**src/rtl/jtag_hub_pkg.sv**
```systemverilog
// Shared definitions for the JTAG chain hub: status bit offsets, DR length helper.
// Optional parity feature selected by defining JTAG_HUB_PARITY_EN.
package jtag_hub_pkg;

  localparam int unsigned MAX_CHAINS = 8;

  // Status bit offsets, counted from the first bit above the payload.
  localparam int unsigned STAT_RSP_FULL = 0;
  localparam int unsigned STAT_OVF      = 1;
  localparam int unsigned STAT_PERR     = 2;

`ifdef JTAG_HUB_PARITY_EN
  localparam bit PARITY_EN = 1'b1;
`else
  localparam bit PARITY_EN = 1'b0;
`endif

  // Total DR length: payload, rsp_full, ovf and (optionally) parity/perr.
  function automatic int unsigned dr_len(input int unsigned data_width);
    return data_width + 2 + (PARITY_EN ? 1 : 0);
  endfunction

endpackage

```
**src/rtl/jtag_hub_chain.sv**
```systemverilog
// One JTAG user data register: shift register, command register, response buffer, flags.
// Parity checking and the perr flag exist only when JTAG_HUB_PARITY_EN is defined.
module jtag_hub_chain
  import jtag_hub_pkg::*;
#(
  parameter int unsigned DATA_WIDTH = 32
) (
  input  logic                  clk_i,
  input  logic                  rst_i,
  input  logic                  ce_i,
  input  logic                  shift_i,
  input  logic                  tdi_i,
  input  logic                  upd_i,
  output logic                  tdo_o,
  output logic                  cmd_valid_o,
  input  logic                  cmd_ready_i,
  output logic [DATA_WIDTH-1:0] cmd_data_o,
  input  logic                  rsp_valid_i,
  output logic                  rsp_ready_o,
  input  logic [DATA_WIDTH-1:0] rsp_data_i
);

  localparam int unsigned DrLen = dr_len(DATA_WIDTH);

  logic [DrLen-1:0]      sr_q, sr_d;
  logic [DATA_WIDTH-1:0] cmd_q, cmd_d;
  logic [DATA_WIDTH-1:0] rsp_q, rsp_d;
  logic                  cmd_valid_q, cmd_valid_d;
  logic                  rsp_full_q, rsp_full_d;
  logic                  ovf_q, ovf_d;
  logic                  upd_ok;
  logic [DrLen-1:0]      cap_word;
`ifdef JTAG_HUB_PARITY_EN
  logic                  perr_q, perr_d;
  logic                  par_bad;
`endif

  // Next-state for capture/shift, response buffering and command handoff.
  always_comb begin
    sr_d        = sr_q;
    cmd_d       = cmd_q;
    rsp_d       = rsp_q;
    cmd_valid_d = cmd_valid_q;
    rsp_full_d  = rsp_full_q;
    ovf_d       = ovf_q;
`ifdef JTAG_HUB_PARITY_EN
    perr_d   = perr_q;
    par_bad  = ^{sr_q[DrLen-1], sr_q[DATA_WIDTH-1:0]};
    upd_ok   = upd_i & ~par_bad;
    cap_word = {perr_q, ovf_q, rsp_full_q, rsp_q};
`else
    upd_ok   = upd_i;
    cap_word = {ovf_q, rsp_full_q, rsp_q};
`endif

    if (ce_i) begin
      if (shift_i) begin
        sr_d = {tdi_i, sr_q[DrLen-1:1]};
      end else begin
        sr_d       = cap_word;
        rsp_full_d = 1'b0;
        ovf_d      = 1'b0;
`ifdef JTAG_HUB_PARITY_EN
        perr_d     = 1'b0;
`endif
      end
    end

    // A response landing in the capture cycle survives: capture already took the old word.
    if (rsp_valid_i && !rsp_full_q) begin
      rsp_d      = rsp_data_i;
      rsp_full_d = 1'b1;
    end

`ifdef JTAG_HUB_PARITY_EN
    if (upd_i && par_bad) begin
      perr_d = 1'b1;
    end
`endif

    if (upd_ok && (!cmd_valid_q || cmd_ready_i)) begin
      cmd_d       = sr_q[DATA_WIDTH-1:0];
      cmd_valid_d = 1'b1;
    end else begin
      if (upd_ok) begin
        ovf_d = 1'b1;
      end
      if (cmd_valid_q && cmd_ready_i) begin
        cmd_valid_d = 1'b0;
      end
    end
  end

  // State registers with synchronous reset.
  always_ff @(posedge clk_i) begin
    if (rst_i) begin
      sr_q        <= '0;
      cmd_q       <= '0;
      rsp_q       <= '0;
      cmd_valid_q <= 1'b0;
      rsp_full_q  <= 1'b0;
      ovf_q       <= 1'b0;
`ifdef JTAG_HUB_PARITY_EN
      perr_q      <= 1'b0;
`endif
    end else begin
      sr_q        <= sr_d;
      cmd_q       <= cmd_d;
      rsp_q       <= rsp_d;
      cmd_valid_q <= cmd_valid_d;
      rsp_full_q  <= rsp_full_d;
      ovf_q       <= ovf_d;
`ifdef JTAG_HUB_PARITY_EN
      perr_q      <= perr_d;
`endif
    end
  end

  assign tdo_o       = sr_q[0];
  assign cmd_valid_o = cmd_valid_q;
  assign cmd_data_o  = cmd_q;
  assign rsp_ready_o = ~rsp_full_q;

endmodule

```
**src/rtl/jtag_chain_hub.sv**
```systemverilog
// JTAG chain hub top: lowest-index chain select, update routing, run-test-idle commit pulses.
// Optional DR parity bit enabled by defining JTAG_HUB_PARITY_EN.
module jtag_chain_hub
  import jtag_hub_pkg::*;
#(
  parameter int unsigned NUM_CHAINS = 2,
  parameter int unsigned DATA_WIDTH = 32
) (
  input  logic                             JTCK,
  input  logic                             JRST,
  input  logic                             JTDI,
  input  logic                             JSHIFT,
  input  logic                             JUPDATE,
  input  logic [NUM_CHAINS-1:0]            JCE,
  input  logic [NUM_CHAINS-1:0]            JRTI,
  output logic [NUM_CHAINS-1:0]            JTDO,
  output logic [NUM_CHAINS-1:0]            cmd_valid,
  input  logic [NUM_CHAINS-1:0]            cmd_ready,
  output logic [NUM_CHAINS*DATA_WIDTH-1:0] cmd_data,
  input  logic [NUM_CHAINS-1:0]            rsp_valid,
  output logic [NUM_CHAINS-1:0]            rsp_ready,
  input  logic [NUM_CHAINS*DATA_WIDTH-1:0] rsp_data,
  output logic [NUM_CHAINS-1:0]            cmd_commit
);

  localparam int unsigned SelW = (NUM_CHAINS > 1) ? $clog2(NUM_CHAINS) : 1;

  logic [SelW-1:0]       act_idx;
  logic [NUM_CHAINS-1:0] ce_act;
  logic                  seen;
  logic [NUM_CHAINS-1:0] upd_vec;

  logic [SelW-1:0]       sel_q, sel_d;
  logic                  sel_vld_q, sel_vld_d;
  logic [NUM_CHAINS-1:0] jrti_q, jrti_d;
  logic [NUM_CHAINS-1:0] commit_q, commit_d;

  // Priority select: only the lowest enabled chain captures or shifts.
  always_comb begin
    act_idx = '0;
    ce_act  = '0;
    seen    = 1'b0;
    for (int i = 0; i < NUM_CHAINS; i++) begin
      if (JCE[i] && !seen) begin
        ce_act[i] = 1'b1;
        act_idx   = SelW'(i);
        seen      = 1'b1;
      end
    end
  end

  // Next-state for the selected-chain record and run-test-idle edge detect.
  always_comb begin
    sel_d     = seen ? act_idx : sel_q;
    sel_vld_d = sel_vld_q | seen;
    jrti_d    = JRTI;
    commit_d  = JRTI & ~jrti_q;
  end

  // Hub-level registers with synchronous reset.
  always_ff @(posedge JTCK) begin
    if (JRST) begin
      sel_q     <= '0;
      sel_vld_q <= 1'b0;
      jrti_q    <= '0;
      commit_q  <= '0;
    end else begin
      sel_q     <= sel_d;
      sel_vld_q <= sel_vld_d;
      jrti_q    <= jrti_d;
      commit_q  <= commit_d;
    end
  end

  assign cmd_commit = commit_q;

  for (genvar i = 0; i < NUM_CHAINS; i++) begin : g_chain
    // Update goes only to the last selected chain, and never before any selection.
    assign upd_vec[i] = JUPDATE & sel_vld_q & (sel_q == SelW'(i));

    jtag_hub_chain #(
      .DATA_WIDTH (DATA_WIDTH)
    ) u_chain (
      .clk_i       (JTCK),
      .rst_i       (JRST),
      .ce_i        (ce_act[i]),
      .shift_i     (JSHIFT),
      .tdi_i       (JTDI),
      .upd_i       (upd_vec[i]),
      .tdo_o       (JTDO[i]),
      .cmd_valid_o (cmd_valid[i]),
      .cmd_ready_i (cmd_ready[i]),
      .cmd_data_o  (cmd_data[i*DATA_WIDTH +: DATA_WIDTH]),
      .rsp_valid_i (rsp_valid[i]),
      .rsp_ready_o (rsp_ready[i]),
      .rsp_data_i  (rsp_data[i*DATA_WIDTH +: DATA_WIDTH])
    );
  end

endmodule
```
**config.mk**
```make
export PLATFORM = sky130hd
export DESIGN_NAME = jtag_chain_hub
export DESIGN_NICKNAME = d
export VERILOG_FILES = /design/src/rtl/jtag_hub_pkg.sv /design/src/rtl/jtag_hub_chain.sv /design/src/rtl/jtag_chain_hub.sv
export SDC_FILE = /design/constraint.sdc
export NUM_CORES = 1
export LEC_CHECK = 0
export BUFFER_PORTS_ARGS = -buffer_cell sky130_fd_sc_hd__buf_4
export CAP_MARGIN = 40
export CORE_ASPECT_RATIO = 1.25
export CORE_MARGIN = 2
export CORE_UTILIZATION = 49
export CTS_CLUSTER_DIAMETER = 80
export DETAILED_ROUTE_END_ITERATION = 8
export PLACE_DENSITY = 0.74
export SKIP_CTS_REPAIR_TIMING = 1
export SYNTH_ARGS = -nofsm -noshare
export SYNTH_HDL_FRONTEND = slang
export SYNTH_SLANG_ARGS = --single-unit
export TNS_END_PERCENT = 50
```
**constraint.sdc**
```tcl
create_clock -name JTCK -period 2.3 [get_ports JTCK]
set_input_delay 0.23 -clock JTCK [delete_from_list [all_inputs] [get_ports JTCK]]
set_output_delay 0.23 -clock JTCK [all_outputs]
set_load 0.1 [all_outputs]
```
# == Word-level counts from Yosys, hierarchy flattened ==
# Cells that the tools add are included.
# op_classes
eq_ne,2
n_mux,22
reduce_logical,20
bitwise_logic,9
# op_table
operator,n
2-to-1 mux 34 bit,2
2-to-1 mux 1 bit,20
nonzero test 2 bit,4
logical AND 1 bit,7
logical NOT 1 bit,5
!= test 2 x 1 -> 1 bit (second input constant),2
AND reduction 2 bit,2
AND 1 bit,3
NOT 1 bit,3
AND 2 bit,1
logical OR 1 bit,2
NOT 2 bit,1
bitwise OR 1 bit,1
# totals
inputBits,77
out_inout_bits,72
ff_bits,208
elab_cells,69

# == Logic depth before layout (Yosys ltp) ==
# depth
ltp_word,7
depth_mapped,6

# == By module ==
# Synthesis repeated with hierarchy kept, for this count alone.
# unflattened
hier_cells,906
area_unflattened_um2,8700.8
# modules_own_cells
mod,n_inst,cells_per_inst,seq_area_each_um2,area_per_inst_um2
jtag_hub_chain,2,444,2021.9,4249.1
jtag_chain_hub,1,18,120.1,202.7

# == Worst setup path before layout ==
# Ideal clock, no wire load.
# synth_path
path_type,register -> register
from,"register, netlist name g_chain[0].u_chain.cmd_data_o[0]"
to,register g_chain[0].u_chain.cmd_q[0]
period_less_slack_ps,1347
t_arrival_ps,1276
slack_ps,953
t_required_ps,2229
path_buffers,0
setup_ps,71
path_stages_with_launch,3
path_cell_list,dfxtp_1 > o21ai_0 > a21oi_1
# synth_rtl
item,line,rtl
to (signal assigned),jtag_hub_chain.sv:108,cmd_q <= cmd_d;
to (decl),jtag_hub_chain.sv:26,"logic [DATA_WIDTH-1:0] cmd_q, cmd_d;"

# == Worst setup path in the final report ==
# layout_path
from,register sel_vld_q
to,register g_chain[0].u_chain.cmd_q[1]
# layout_between
elab_chain_cells,3
# layout_rtl
item,line,rtl
from (decl),jtag_chain_hub.sv:34,"logic sel_vld_q, sel_vld_d;"
from (signal assigned),jtag_chain_hub.sv:69,sel_vld_q <= sel_vld_d;
AND 1 bit (2 in a row),jtag_chain_hub.sv:79,assign upd_vec[i] = JUPDATE & sel_vld_q & (sel_q == SelW'(i));
logical AND 1 bit,jtag_hub_chain.sv:81,if (upd_ok && (!cmd_valid_q || cmd_ready_i)) begin
# No other way between the ends.
# A chain may end at the register's enable or synchronous reset.

==> impl_results.md <==
- Tcrit/Tclk final: 0.7405
- CP Capture Type: flop
- Diodes inserted: 0
- Worst hold slack: -0.01564 ns
- Starting DRC count in detailed routing: 398
- Core area: 16780 um^2
- Clock Tree Root: clkbuf_16
- Setup TNS Final: 0 ns
- Clk buf depth: 3
- P per Cell Area: 785.1 nW/um^2
- CTS H-Tree Depth: 1
- Critical path, cell by cell: nand3b_4 -> or3b_2 -> a21oi_1
- Via Count: 6498
- Crit Path Max Fanout: 66
- Overflow after GRT: 0
- Synth warn: 0
- Setup Skew: 0.007528 ns
- Die width: 120.8 um
- CTS Sinks: 208
- DR DRC count: 0
- CP startpoint kind: flop
- First-pass GRT wire length: 28190 um
- Post-DP Area: 9549 um^2
- Fin nets: 1104
- F_max: 587.1 MHz
- Clock transition at path regs: 0.06 ns
- Maxcap violations: 0
- Post-route cell area: 10320 um^2
- Syn avg cell area: 9.085 um^2
- Slew Viols, Final: 0
- Crit path arrival time: 2.12 ns
- Die ar.: 18110 um^2
- Detail Route Antenna Nets: 0
- VDD IR-drop max: 0.5896 mV
- Total track usage: 0.1880
- Routability cong.: 0.7479
- Slew Limit Headroom: 0.6165
- Router iterations before antenna repair: 4
- Failing checks: hold timing
- CTS Buf Count: 21
- Seq/Total Area, Yosys: 0.4987
- #FFs+latches synth: 208
- Cells after synthesis: 919
- CTS tree: done
- Fin. Hold Viols: 26
- Via density: 5.153
- Num rows: 53
- Largest net degree at the start of global routing: 71
- HP Class: input pin to flop
- Skew-Pair Late Insertion Delay: 0.49 ns
- Initial antenna violation count: 0
- Pin slew with the least headroom to its limit: 0.5752 ns
- Worst EP required: 2.72 ns
- Status: complete, but fails checks
- RSZ-0062 raised after global routing: false
- Starting Density: 0.4977
- Post-DR wirelength/cell: 13.84 um
- Post-detail-place hpwl: 11130 um
- Die H: 149.9 um
- Overall routed net length: 17450 um
- Crit-path slowest cell: or3b_2
- Mapped cell area: 8349 um^2
- Buffers on Ports: 148
- Net count after synthesis: 996
- Final setup vio count: 0
- Num ports: 149
- Synth cell types: 23
- CP max stage delay: 0.62 ns
- Share of cells above drive strength 1: 0.2008
- WS Path Type: flop to flop
- P&R area growth vs syn: 23.56%
- Vias in the first global route: 5939
- Static Leak: 4.063 nW
- Min cycle time layout: 1.703 ns
## cells in the final DEF, fill, tap and decap left out, types with 5 or more instances in the layout
master and instances:
o21ai_0 34, buf_12 6, mux2i_1 100, dfxtp_1 208, nand2b_1 69, nor2b_1 6, dlygate4sd3_1 9, or3b_1 28
nor2_1 73, clkinv_2 6, buf_4 157, a211oi_1 68, a21oi_1 100, clkbuf_16 21, nand2_1 128, clkbuf_8 5
## report_power, final
part / switching [mW] / internal [mW]
Combinational: 0.545 / 0.355
Clock: 1.37 / 1.95
Sequential: 0.103 / 3.77
## metal layers
metal,routed length [um],vias to the layer above,GRT usage,share of wire
met5,0,-,0,0
met4,413,0,0.06744,0.024
met3,738,30,0.02973,0.042
met2,8560,140,0.3282,0.49
met1,7739,2984,0.2341,0.44
li1,-,3344,-,-
## area by class of cell
class,instances,area (um^2)
flip-flops and latches,208,4164
multi-input cells,621,3792
fillers,1468,6461
inverters,2,7.507
well taps,220,275.3
repair buffers,173,1400
clock buffers,28,601.8
clock inverters,9,75.07
## state kept, by name (all words and copies together) (netlist names), 2 cells and up
signal / flops
g_chain.u_chain.sr_q: 68
g_chain.u_chain.cmd_data_o: 64
g_chain.u_chain.rsp_q: 64
cmd_commit: 2
g_chain.u_chain.cmd_valid_o: 2
g_chain.u_chain.ovf_q: 2
g_chain.u_chain.rsp_full_q: 2
jrti_q: 2
## synth_stat cells
cell	number	area, um^2
buf_6	2	22.52
mux2i_1	100	1001
nand3_1	1	5.000
nor2b_1	10	62.56
buf_2	25	125.1
a211oi_1	68	510.5
inv_1	2	7.510
nand4_1	1	6.260
or3b_1	28	245.2
a2bb2oi_1	1	8.760
o21ai_0	34	170.2
nor3_1	2	10.01
nor2_2	1	6.260
nand2_1	128	480.5
clkbuf_1	43	161.4
buf_1	9	33.78
or3b_2	4	35.03
a21oi_1	100	500.5
dfxtp_1	208	4164
nor2_1	73	274.0
buf_4	9	67.56
nand3b_4	1	20.02
nand2b_1	69	431.7
## worst paths after layout
check | start | to | slack (ns) | depth (start not counted)
worst min register to register | jrti_q[0] | cmd_commit[0] | 0.39 | 1
worst max-delay path | sel_vld_q | g_chain[0].u_chain.cmd_data_o[1] | 0.60 | 3
worst max register to register | sel_vld_q | g_chain[0].u_chain.cmd_data_o[1] | 0.60 | 3
worst min-delay path | rsp_data[42] | g_chain[1].u_chain.rsp_q[10] | -0.02 | 3
## critical path: cells and delay by family (launching register included)
kind | cells | cell delay [ns]
AND/OR/NAND/NOR | 2 | 1.07
AO/OA/AOI/OAI | 1 | 0.13
flip-flops | 1 | 0.41
## through the flow
| step | total power [mW] | util | instances | worst slack [ns] | hold WS [ns] |
|---|---|---|---|---|---|
| 6_report | 8.099 | 0.6149 | 1261 | 0.5968 | -0.01564 |
| 3_5_place_dp | 4.852 | 0.5692 | 1215 | 0.5917 | 0.3799 |
| 3_3_place_gp | 4.833 | 0.5692 | 1215 | 0.6456 | 0.3716 |
| 4_1_cts | 8.180 | 0.6095 | 1252 | 0.5846 | -0.03270 |
| 5_1_grt | 8.423 | 0.6149 | 1261 | 0.4551 | 0.0001534 |
| 2_1_floorplan | 4.591 | - | 919 | 0.9535 | 0.3546 |
## cells by family after synthesis
family,count (synthesis),share of synthesized area
buffers and inverters,90,0.05005
AOI/OAI and AO/OA,203,0.1425
muxes,100,0.1199
DFF,208,0.4987
and+or+nand+nor,318,0.1888
(Power assumes the default switching activity.)
